<file path="config.mk">
export PLATFORM = sky130hd
export DESIGN_NAME = unary_dot_decoder_flat
export DESIGN_NICKNAME = d
export VERILOG_FILES = /design/src/rtl/unary_dot_decoder_if.sv /design/src/rtl/unary_dot_decoder.sv /design/src/flat_wrapper.sv
export SDC_FILE = /design/constraint.sdc
export NUM_CORES = 1
export LEC_CHECK = 0
export CAP_MARGIN = 20
export CORE_MARGIN = 4
export CORE_UTILIZATION = 53
export DETAILED_ROUTE_END_ITERATION = 16
export HOLD_SLACK_MARGIN = 0.15
export PLACE_DENSITY = 0.79
export SLEW_MARGIN = 30
export SYNTH_ARGS = -nofsm -noshare
export SYNTH_HDL_FRONTEND = slang
export SYNTH_SLANG_ARGS = --single-unit
</file>
<file path="constraint.sdc">
create_clock -name clk -period 3.9 [get_ports clk]
set_clock_uncertainty 0.05 [all_clocks]
set_input_delay 0.975 -clock clk [delete_from_list [all_inputs] [get_ports clk]]
set_output_delay 0.975 -clock clk [all_outputs]
set_load 0.02 [all_outputs]
</file>
<file path="src/rtl/unary_dot_decoder_if.sv">
// Stream/result bundle between the product-block array, the unary dot decoder
// and the downstream consumer of the binary sum.
interface unary_dot_decoder_if #(
    parameter int LANES = 4,
    parameter int WIDTH = 4,
    parameter int ACC_W = 2*WIDTH + $clog2(LANES) + 1
);
    logic             start;
    logic [LANES-1:0] lane_out;
    logic [LANES-1:0] lane_done;
    logic [ACC_W-1:0] result;
    logic             result_valid;
    logic             result_ready;
    logic             busy;
    logic             overflow;

    // master: product array plus result consumer; slave: the decoder
    modport master (
        output start, lane_out, lane_done, result_ready,
        input  result, result_valid, busy, overflow
    );

    modport slave (
        input  start, lane_out, lane_done, result_ready,
        output result, result_valid, busy, overflow
    );
endinterface

</file>
<file path="src/rtl/unary_dot_decoder.sv">
// Counts unary product pulses across all lanes until every lane reports done,
// then presents the binary sum on a valid/ready handshake.
//
//   state | meaning
//   IDLE  | waiting for start; lane inputs ignored, last result held
//   ACCUM | summing pulses of lanes that have not yet signalled done
//   HOLD  | result valid, waiting for result_ready
module unary_dot_decoder #(
    parameter int LANES = 4,
    parameter int WIDTH = 4,
    parameter int ACC_W = 2*WIDTH + $clog2(LANES) + 1
) (
    input logic                clk,
    input logic                reset_n,
    unary_dot_decoder_if.slave bus
);

    localparam int INC_W = $clog2(LANES + 1);

    typedef enum logic [1:0] {
        IDLE  = 2'd0,
        ACCUM = 2'd1,
        HOLD  = 2'd2
    } state_t;

    state_t           state_q;
    state_t           state_d;
    logic [ACC_W-1:0] acc_q;
    logic [ACC_W-1:0] result_q;
    logic [LANES-1:0] done_seen_q;
    logic             overflow_q;

    logic [LANES-1:0] lane_act;
    logic [LANES-1:0] done_now;
    logic             all_done;
    logic [INC_W-1:0] inc;
    logic [ACC_W:0]   sum_wide;
    logic             carry;
    logic [ACC_W-1:0] acc_next;

    function automatic logic [INC_W-1:0] popcount(input logic [LANES-1:0] v);
        logic [INC_W-1:0] n;
        n = '0;
        for (int i = 0; i < LANES; i++) begin
            n = n + INC_W'(v[i]);
        end
        return n;
    endfunction

    // A pulse arriving together with its lane's done still counts.
    assign lane_act = ~done_seen_q;
    assign done_now = done_seen_q | bus.lane_done;
    assign all_done = &done_now;
    assign inc      = popcount(bus.lane_out & lane_act);
    assign sum_wide = {1'b0, acc_q} + (ACC_W+1)'(inc);
    assign carry    = sum_wide[ACC_W];
    assign acc_next = carry ? '1 : sum_wide[ACC_W-1:0];

    always_ff @(posedge clk or negedge reset_n) begin
        if (!reset_n) begin
            state_q <= IDLE;
        end else begin
            state_q <= state_d;
        end
    end

    always_comb begin
        state_d = state_q;
        case (state_q)
            IDLE:    if (bus.start)        state_d = ACCUM;
            ACCUM:   if (all_done)         state_d = HOLD;
            HOLD:    if (bus.result_ready) state_d = IDLE;
            default:                       state_d = IDLE;
        endcase
    end

    always_comb begin
        bus.result_valid = 1'b0;
        bus.busy         = 1'b0;
        case (state_q)
            ACCUM:   bus.busy = 1'b1;
            HOLD: begin
                bus.busy         = 1'b1;
                bus.result_valid = 1'b1;
            end
            default: ;
        endcase
    end

    // Once saturated, acc stays all-ones: any further non-zero inc carries again.
    always_ff @(posedge clk or negedge reset_n) begin
        if (!reset_n) begin
            acc_q       <= '0;
            result_q    <= '0;
            done_seen_q <= '0;
            overflow_q  <= 1'b0;
        end else begin
            case (state_q)
                IDLE: begin
                    if (bus.start) begin
                        acc_q       <= '0;
                        done_seen_q <= '0;
                        overflow_q  <= 1'b0;
                    end
                end
                ACCUM: begin
                    acc_q       <= acc_next;
                    done_seen_q <= done_now;
                    if (carry) begin
                        overflow_q <= 1'b1;
                    end
                    if (all_done) begin
                        result_q <= acc_next;
                    end
                end
                default: ;
            endcase
        end
    end

    assign bus.result   = result_q;
    assign bus.overflow = overflow_q;

endmodule

</file>
<file path="src/flat_wrapper.sv">
// flat-port wrapper written by rule: the top's interface ports become plain ports
module unary_dot_decoder_flat 
#(
    parameter int LANES = 4,
    parameter int WIDTH = 4,
    parameter int ACC_W = 2*WIDTH + $clog2(LANES) + 1
)
  (clk, reset_n, bus_start, bus_lane_out, bus_lane_done, bus_result_ready, bus_result, bus_result_valid, bus_busy, bus_overflow);
  unary_dot_decoder_if #(.LANES(LANES), .WIDTH(WIDTH), .ACC_W(ACC_W)) bus_i ();
  input logic clk;
  input logic reset_n;
  input wire logic [$bits(bus_i.start)-1:0] bus_start;
  input wire logic [$bits(bus_i.lane_out)-1:0] bus_lane_out;
  input wire logic [$bits(bus_i.lane_done)-1:0] bus_lane_done;
  input wire logic [$bits(bus_i.result_ready)-1:0] bus_result_ready;
  output wire logic [$bits(bus_i.result)-1:0] bus_result;
  output wire logic [$bits(bus_i.result_valid)-1:0] bus_result_valid;
  output wire logic [$bits(bus_i.busy)-1:0] bus_busy;
  output wire logic [$bits(bus_i.overflow)-1:0] bus_overflow;
  assign bus_i.start = bus_start;
  assign bus_i.lane_out = bus_lane_out;
  assign bus_i.lane_done = bus_lane_done;
  assign bus_i.result_ready = bus_result_ready;
  assign bus_result = bus_i.result;
  assign bus_result_valid = bus_i.result_valid;
  assign bus_busy = bus_i.busy;
  assign bus_overflow = bus_i.overflow;
  unary_dot_decoder #(.LANES(LANES), .WIDTH(WIDTH), .ACC_W(ACC_W)) u_core (.clk(clk), .reset_n(reset_n), .bus(bus_i));
endmodule
</file>
Word-level counts from Yosys, hierarchy flattened
Cells that the tools add are included.
{ "op_classes": {"addsub": 4, "eq_ne": 6, "n_mux": 14, "bitwise": 3, "n_reduce_logical": 8} }
{ "op_table": {"columns": ["cell", "n"], "rows": [
  ["11-bit 2-to-1 mux", 2],
  ["11-bit case mux with 2 select lines", 1],
  ["11-bit by 3-bit adder with 12-bit output", 1],
  ["4-bit case mux with 2 select lines", 1],
  ["3-bit by 1-bit adder with 3-bit output", 2],
  ["2-bit 2-to-1 mux", 3],
  ["2-bit case mux with 3 select lines", 1],
  ["3-bit AND reduction", 2],
  ["5-bit AND reduction", 1],
  ["4-bit AND", 1],
  ["1-bit 2-to-1 mux", 4],
  ["4-bit 2-to-1 mux", 1],
  ["2-bit by 1-bit != test with 1-bit output, second input constant", 2],
  ["2-bit != test, second input constant", 2],
  ["4-bit inverter", 1],
  ["4-bit bitwise OR", 1],
  ["4-bit AND reduction", 1],
  ["1-bit by 1-bit adder with 2-bit output", 1],
  ["2-bit by 1-bit equality test with 1-bit output, second input constant", 1],
  ["2-bit equality test, second input constant", 1],
  ["2-bit logical NOT", 1],
  ["1-bit case mux with 2 select lines", 1],
  ["2-bit AND reduction", 1],
  ["2-bit nonzero test", 1],
  ["2-bit OR reduction", 1]
]} }
{ "totals": {"ff_bits": 29, "input_bits": 12} }

Logic depth before layout (Yosys ltp)
{ "depth": {"word_depth": 8, "depth_mapped": 10, "depth_no_buf": 10} }

Worst setup path before layout
OpenSTA, ideal clock, no wires.
{ "synth_path": {"kind": "input -> register", "startpoint": "input port bus_lane_out[0]", "endpoint": "register u_core.acc_q[4]", "setup_time_ps": 121, "arrival_ps": 3230, "slack_ps": 499, "cell_stages": 10, "n_path_buf": 0, "cell_sequence": "nor2b_1 ha_1 fa_1 ha_1 inv_1 fa_1 nor2b_1 o21ai_0 a21o_1 a22o_1"} }
{ "synth_via": {"elab_chain_len": 7} }
{ "synth_lines": {"columns": ["item", "line", "source"], "rows": [
  ["start: declaration", "flat_wrapper.sv:13", "input wire logic [$bits(bus_i.lane_out)-1:0] bus_lane_out;"],
  ["4-bit AND", "unary_dot_decoder.sv:54", "assign inc = popcount(bus.lane_out & lane_act);"],
  ["1-bit by 1-bit adder with 2-bit output", "unary_dot_decoder.sv:45", "n = n + INC_W'(v[i]);"],
  ["3-bit by 1-bit adder with 3-bit output (2 in series)", "unary_dot_decoder.sv:45", null],
  ["11-bit by 3-bit adder with 12-bit output", "unary_dot_decoder.sv:55", "assign sum_wide = {1'b0, acc_q} + (ACC_W+1)'(inc);"],
  ["11-bit 2-to-1 mux", "unary_dot_decoder.sv:57", "assign acc_next = carry ? '1 : sum_wide[ACC_W-1:0];"],
  ["11-bit case mux with 2 select lines", "unary_dot_decoder.sv:98", "case (state_q)"],
  ["end signal: assignment", "unary_dot_decoder.sv:107", "acc_q <= acc_next;"],
  ["end: declaration", "unary_dot_decoder.sv:28", "logic [ACC_W-1:0] acc_q;"]
]} }
No other way between the ends.
A chain may end at the register's enable or synchronous reset.

Final worst setup path
{ "layout_path": {"startpoint": "input port bus_lane_out[0]", "endpoint": "register u_core.result_q[8], in the netlist u_core.bus.result[8]"} }
{ "layout_via": {"elab_chain_len": 6} }
{ "layout_lines": {"columns": ["item", "line", "source"], "rows": [
  ["4-bit AND", "unary_dot_decoder.sv:54", null],
  ["1-bit by 1-bit adder with 2-bit output", "unary_dot_decoder.sv:45", null],
  ["3-bit by 1-bit adder with 3-bit output (2 in series)", "unary_dot_decoder.sv:45", null],
  ["11-bit by 3-bit adder with 12-bit output", "unary_dot_decoder.sv:55", null],
  ["11-bit 2-to-1 mux", "unary_dot_decoder.sv:57", null],
  ["end signal: assignment", "unary_dot_decoder.sv:113", "result_q <= acc_next;"],
  ["end: declaration", "unary_dot_decoder.sv:29", "logic [ACC_W-1:0] result_q;"]
]} }
No other way between the ends.

==> qor.csv <==
metric,value,unit
Hold Buf Count CTS,0,
first-pass iteration count of the detailed router,4,
XOR/XNOR Fraction of Synth Area,3.11,%
unrepaired setup endpoints after global routing,no,
Comb pwr share,54.0,%
final setup fails,0,
Clock transition at path regs,0.09,ns
Synthesized Nets,206,
placed insts,249,
Die H,64.5,µm
Hold Startpoint,u_core.acc_q[0],
post-CTS setup repair buffer count,0,
Yosys reg bits,29,
fillers,273,
CTS tree,done,
Sequential Power Share,31.6,%
Congestion Overflow GR,0,
post-DP HPWL,3040,µm
fin cells,257,
Max stage delay on crit path,0.44,ns
Tightest Pin Transition,0.487,ns
initial core utilization,55.4,%
Clk network pwr share,14.4,%
Core ar.,3050,µm²
NetSw,0.650,mW
switching fraction of total power,43.4,%
Critical R2R Launch,u_core.done_seen_q[0],
die area,4160,µm²
H-tree depth,2,
Tcrit/Tclk final,94.4,%
DRC Markers,0,
Port Buf Inserts,25,
Root Driver,clkbuf_4,
crit end category,flip-flop,
# IOs,26,
Worst-Skew Late Latency,0.34,ns
CTS buffer count,5,
Post-Synth Adder-Cell Area,8.28,%
Post-Syn Area,1690,µm²
post_cts resized,0,
Reg2Reg Setup Slack,0.87,ns
slew margin rel.,67.3,%
outcome,"complete, no violations",
DRT iter0 DRCs,62,
via count,1492,
Final Cell Area,2070,µm²
Final Power,1.50,mW
CTS Buffer Depth,2,
Int Pwr,0.848,mW
Post-Synth Simple-Gate Area,14.2,%
Final ANT Viol Nets,0,
first-pass GRT wire length,7020,µm
post-place setup slack,-0.138,ns
Cells after Synth,184,
reg2reg path depth,10,
Final WS setup,0.217,ns
area grow syn2layout,22.3,%
Synth Area per Inst,9.19,µm²
vias in the first global route,1513,
Placed Area,2000,µm²
vias per std cell,5.81,
final-report max-slew violation count,0,
die width,64.5,µm
yosys warns,0,
RR Endpoint,u_core.bus.result[8],
nets,234,
share of cells above drive strength 1,8.45,%
WL final,4100,µm
largest net degree at the start of global routing,30,
diode count,0,
post-synthesis mux area share,0.666,%
WHS Path Cells,2,
Critical Path RT,4.11,ns
Final Hold Fails,0,
placer congestion estimate,0.949,
largest family of logic cells by synthesized area,compound AO/OA/AOI/OAI gates,
Leak,0.877,nW
drt wl/cell,16.0,µm
clk sink count,29,
Synth Area in Compound Gates,25.5,%
critical path arrival,3.89,ns
Setup CP Type,in2reg,
worst path cell trace,"clkdlybuf4s50_1, nor2b_1, ha_1, fa_1, ha_1, inv_1, fa_1, nor2b_1, o2111ai_1, a2bb2oi_1, a31oi_1",
Worst Path Max Fanout,4,
Cell Pwr Density,725,nW/µm²
Peak Freq,272,MHz
fin crit period,3.68,ns
Setup crit start,bus_lane_out[0],
distinct cell type count of the synthesized netlist,40,
"Seq/Total Area, Yosys",42.9,%
Max Cap Viol,0,
antenna violations before repair,0,
Hold WC Path Type,reg2reg,
GRT Total Usage,22.2,%
slowest cell on the critical path,clkdlybuf4s50_1,
Hold Crit Endpoint,u_core.acc_q[0],
floorplan row count,20,
VDD IR max,0.439,mV
Post-Route Utilization,67.7,%
Setup crit start kind,primary input,
-- state kept, by name, indices dropped and copies added, names as in the netlist --
register and count:
u_core.bus.overflow 1, u_core.done_seen_q 4, u_core.bus.result 11, u_core.acc_q 11, u_core.state_q 2
-- kinds of logic (layout without fill, tap and decap cells) --
logic type | after synthesis | in the layout
muxes | 1 | 1
and+or+nand+nor | 47 | 47
adders and majority gates | 10 | 10
AOI/OAI and AO/OA | 69 | 69
xor gates and xnor gates | 6 | 6
buffers and inverters | 22 | 51
DFF | 29 | 29
-- critical path: cells and delay by family --
| family | cells | cell delay [ns] |
|---|---|---|
| AO/OA/AOI/OAI | 3 | 0.62 |
| adder cells (fa/ha/maj) | 4 | 1.39 |
| buffers and inverters | 2 | 0.51 |
| AND/OR/NAND/NOR | 2 | 0.39 |
-- worst max-delay path by stage --
stage / slack, ns / endpoint / cells past startpoint
2_1_floorplan: 0.50 / u_core.acc_q[4] / 10
3_3_place_gp: -0.005 / u_core.acc_q[1] / 10
3_5_place_dp: -0.14 / u_core.bus.result[8] / 11
4_1_cts: 0.23 / u_core.bus.result[8] / 11
5_1_grt: 0.007 / u_core.bus.result[6] / 11
6_report: 0.22 / u_core.bus.result[8] / 11
-- synth_stat cells --
library cell  instances  area, µm²
and3_1                2       12.5
nor2_2                1       6.26
o211ai_1              2       15.0
o21a_1                2       15.0
nand4_2               1       12.5
or4_1                 1       7.51
o22ai_1              10       62.6
nand3_1               1       5.00
a211oi_1              1       7.51
dfrtp_1              29        726
xnor2_1               4       35.0
clkbuf_1              3       11.3
fa_1                  2       40.0
a21o_1                3       22.5
a31oi_1               9       56.3
nand2_1               9       33.8
o21ai_1               2       10.0
ha_1                  8        100
a2bb2oi_1             3       26.3
a22oi_1               1       7.51
nor2b_1               5       31.3
nand4_1               2       12.5
nor3_1                3       15.0
nor2_1               17       63.8
a21oi_2               1       8.76
o22a_1                1       8.76
or4b_1                1       10.0
and2_1                1       6.26
and4_1                2       17.5
a21oi_1              20        100
a22o_1                2       17.5
nand2b_1              1       6.26
o21ai_0               8       40.0
o2111ai_1             2       17.5
mux2_2                1       11.3
inv_1                13       48.8
buf_2                 6       30.0
a21boi_0              1       7.51
xor2_1                2       17.5
o221ai_1              1       8.76
-- metal layers --
layer / vias up / part of all wire, % / global-route usage [%]
met5: - / 0 / 0
met4: 0 / 2.5 / 11.3
met3: 10 / 4.8 / 4.51
met2: 47 / 51 / 37.8
met1: 712 / 42 / 26.5
li1: 723 / - / -
-- power groups by stage --
| stage | sequential (mW) | clock, mW | combinational (mW) |
|---|---|---|---|
| 6_report | 0.474 | 0.216 | 0.809 |
| 5_1_grt | 0.491 | 0.232 | 0.900 |
| 4_1_cts | 0.474 | 0.220 | 0.810 |
| 3_5_place_dp | 0.480 | 0 | 0.807 |
| 3_3_place_gp | 0.472 | 0 | 0.766 |
| 2_1_floorplan | 0.528 | 0 | 0.470 |
-- cells in the final DEF, fill, tap and decap left out, types with 2 or more instances in the layout --
cell type,instances
o211ai_1,2
and3_1,2
a2bb2oi_1,3
clkbuf_4,5
clkdlybuf4s50_1,25
clkbuf_8,2
nand4_1,2
o21a_1,2
inv_1,13
nor3_1,2
dfrtp_1,29
nor2b_1,5
o2111ai_1,2
a31oi_1,9
xnor2_1,4
a22o_1,2
ha_1,8
nand2_1,9
a21oi_1,20
o21ai_1,2
o22ai_1,10
a21o_1,3
buf_4,5
xor2_1,2
and4_1,2
o21ai_0,8
fa_1,2
nor2_1,17
-- through the flow --
step	hold WS, ns	setup TNS (ns)
6_report	0.466	0
2_1_floorplan	0.406	0
3_3_place_gp	0.431	-0.0102
3_5_place_dp	0.448	-1.01
4_1_cts	0.469	0
5_1_grt	0.501	0
-- cell type report --
class	count	area, µm²	area share, %
multi-input combinational	133	881	42.6
sequential	29	726	35.1
timing repair buffer	30	288	13.9
clock buffer	7	65.1	3.15
tap	44	55.1	2.66
inverter	13	48.8	2.36
clock inverter	1	5.00	0.242
No activity file was read; power rests on OpenSTA's default activity.
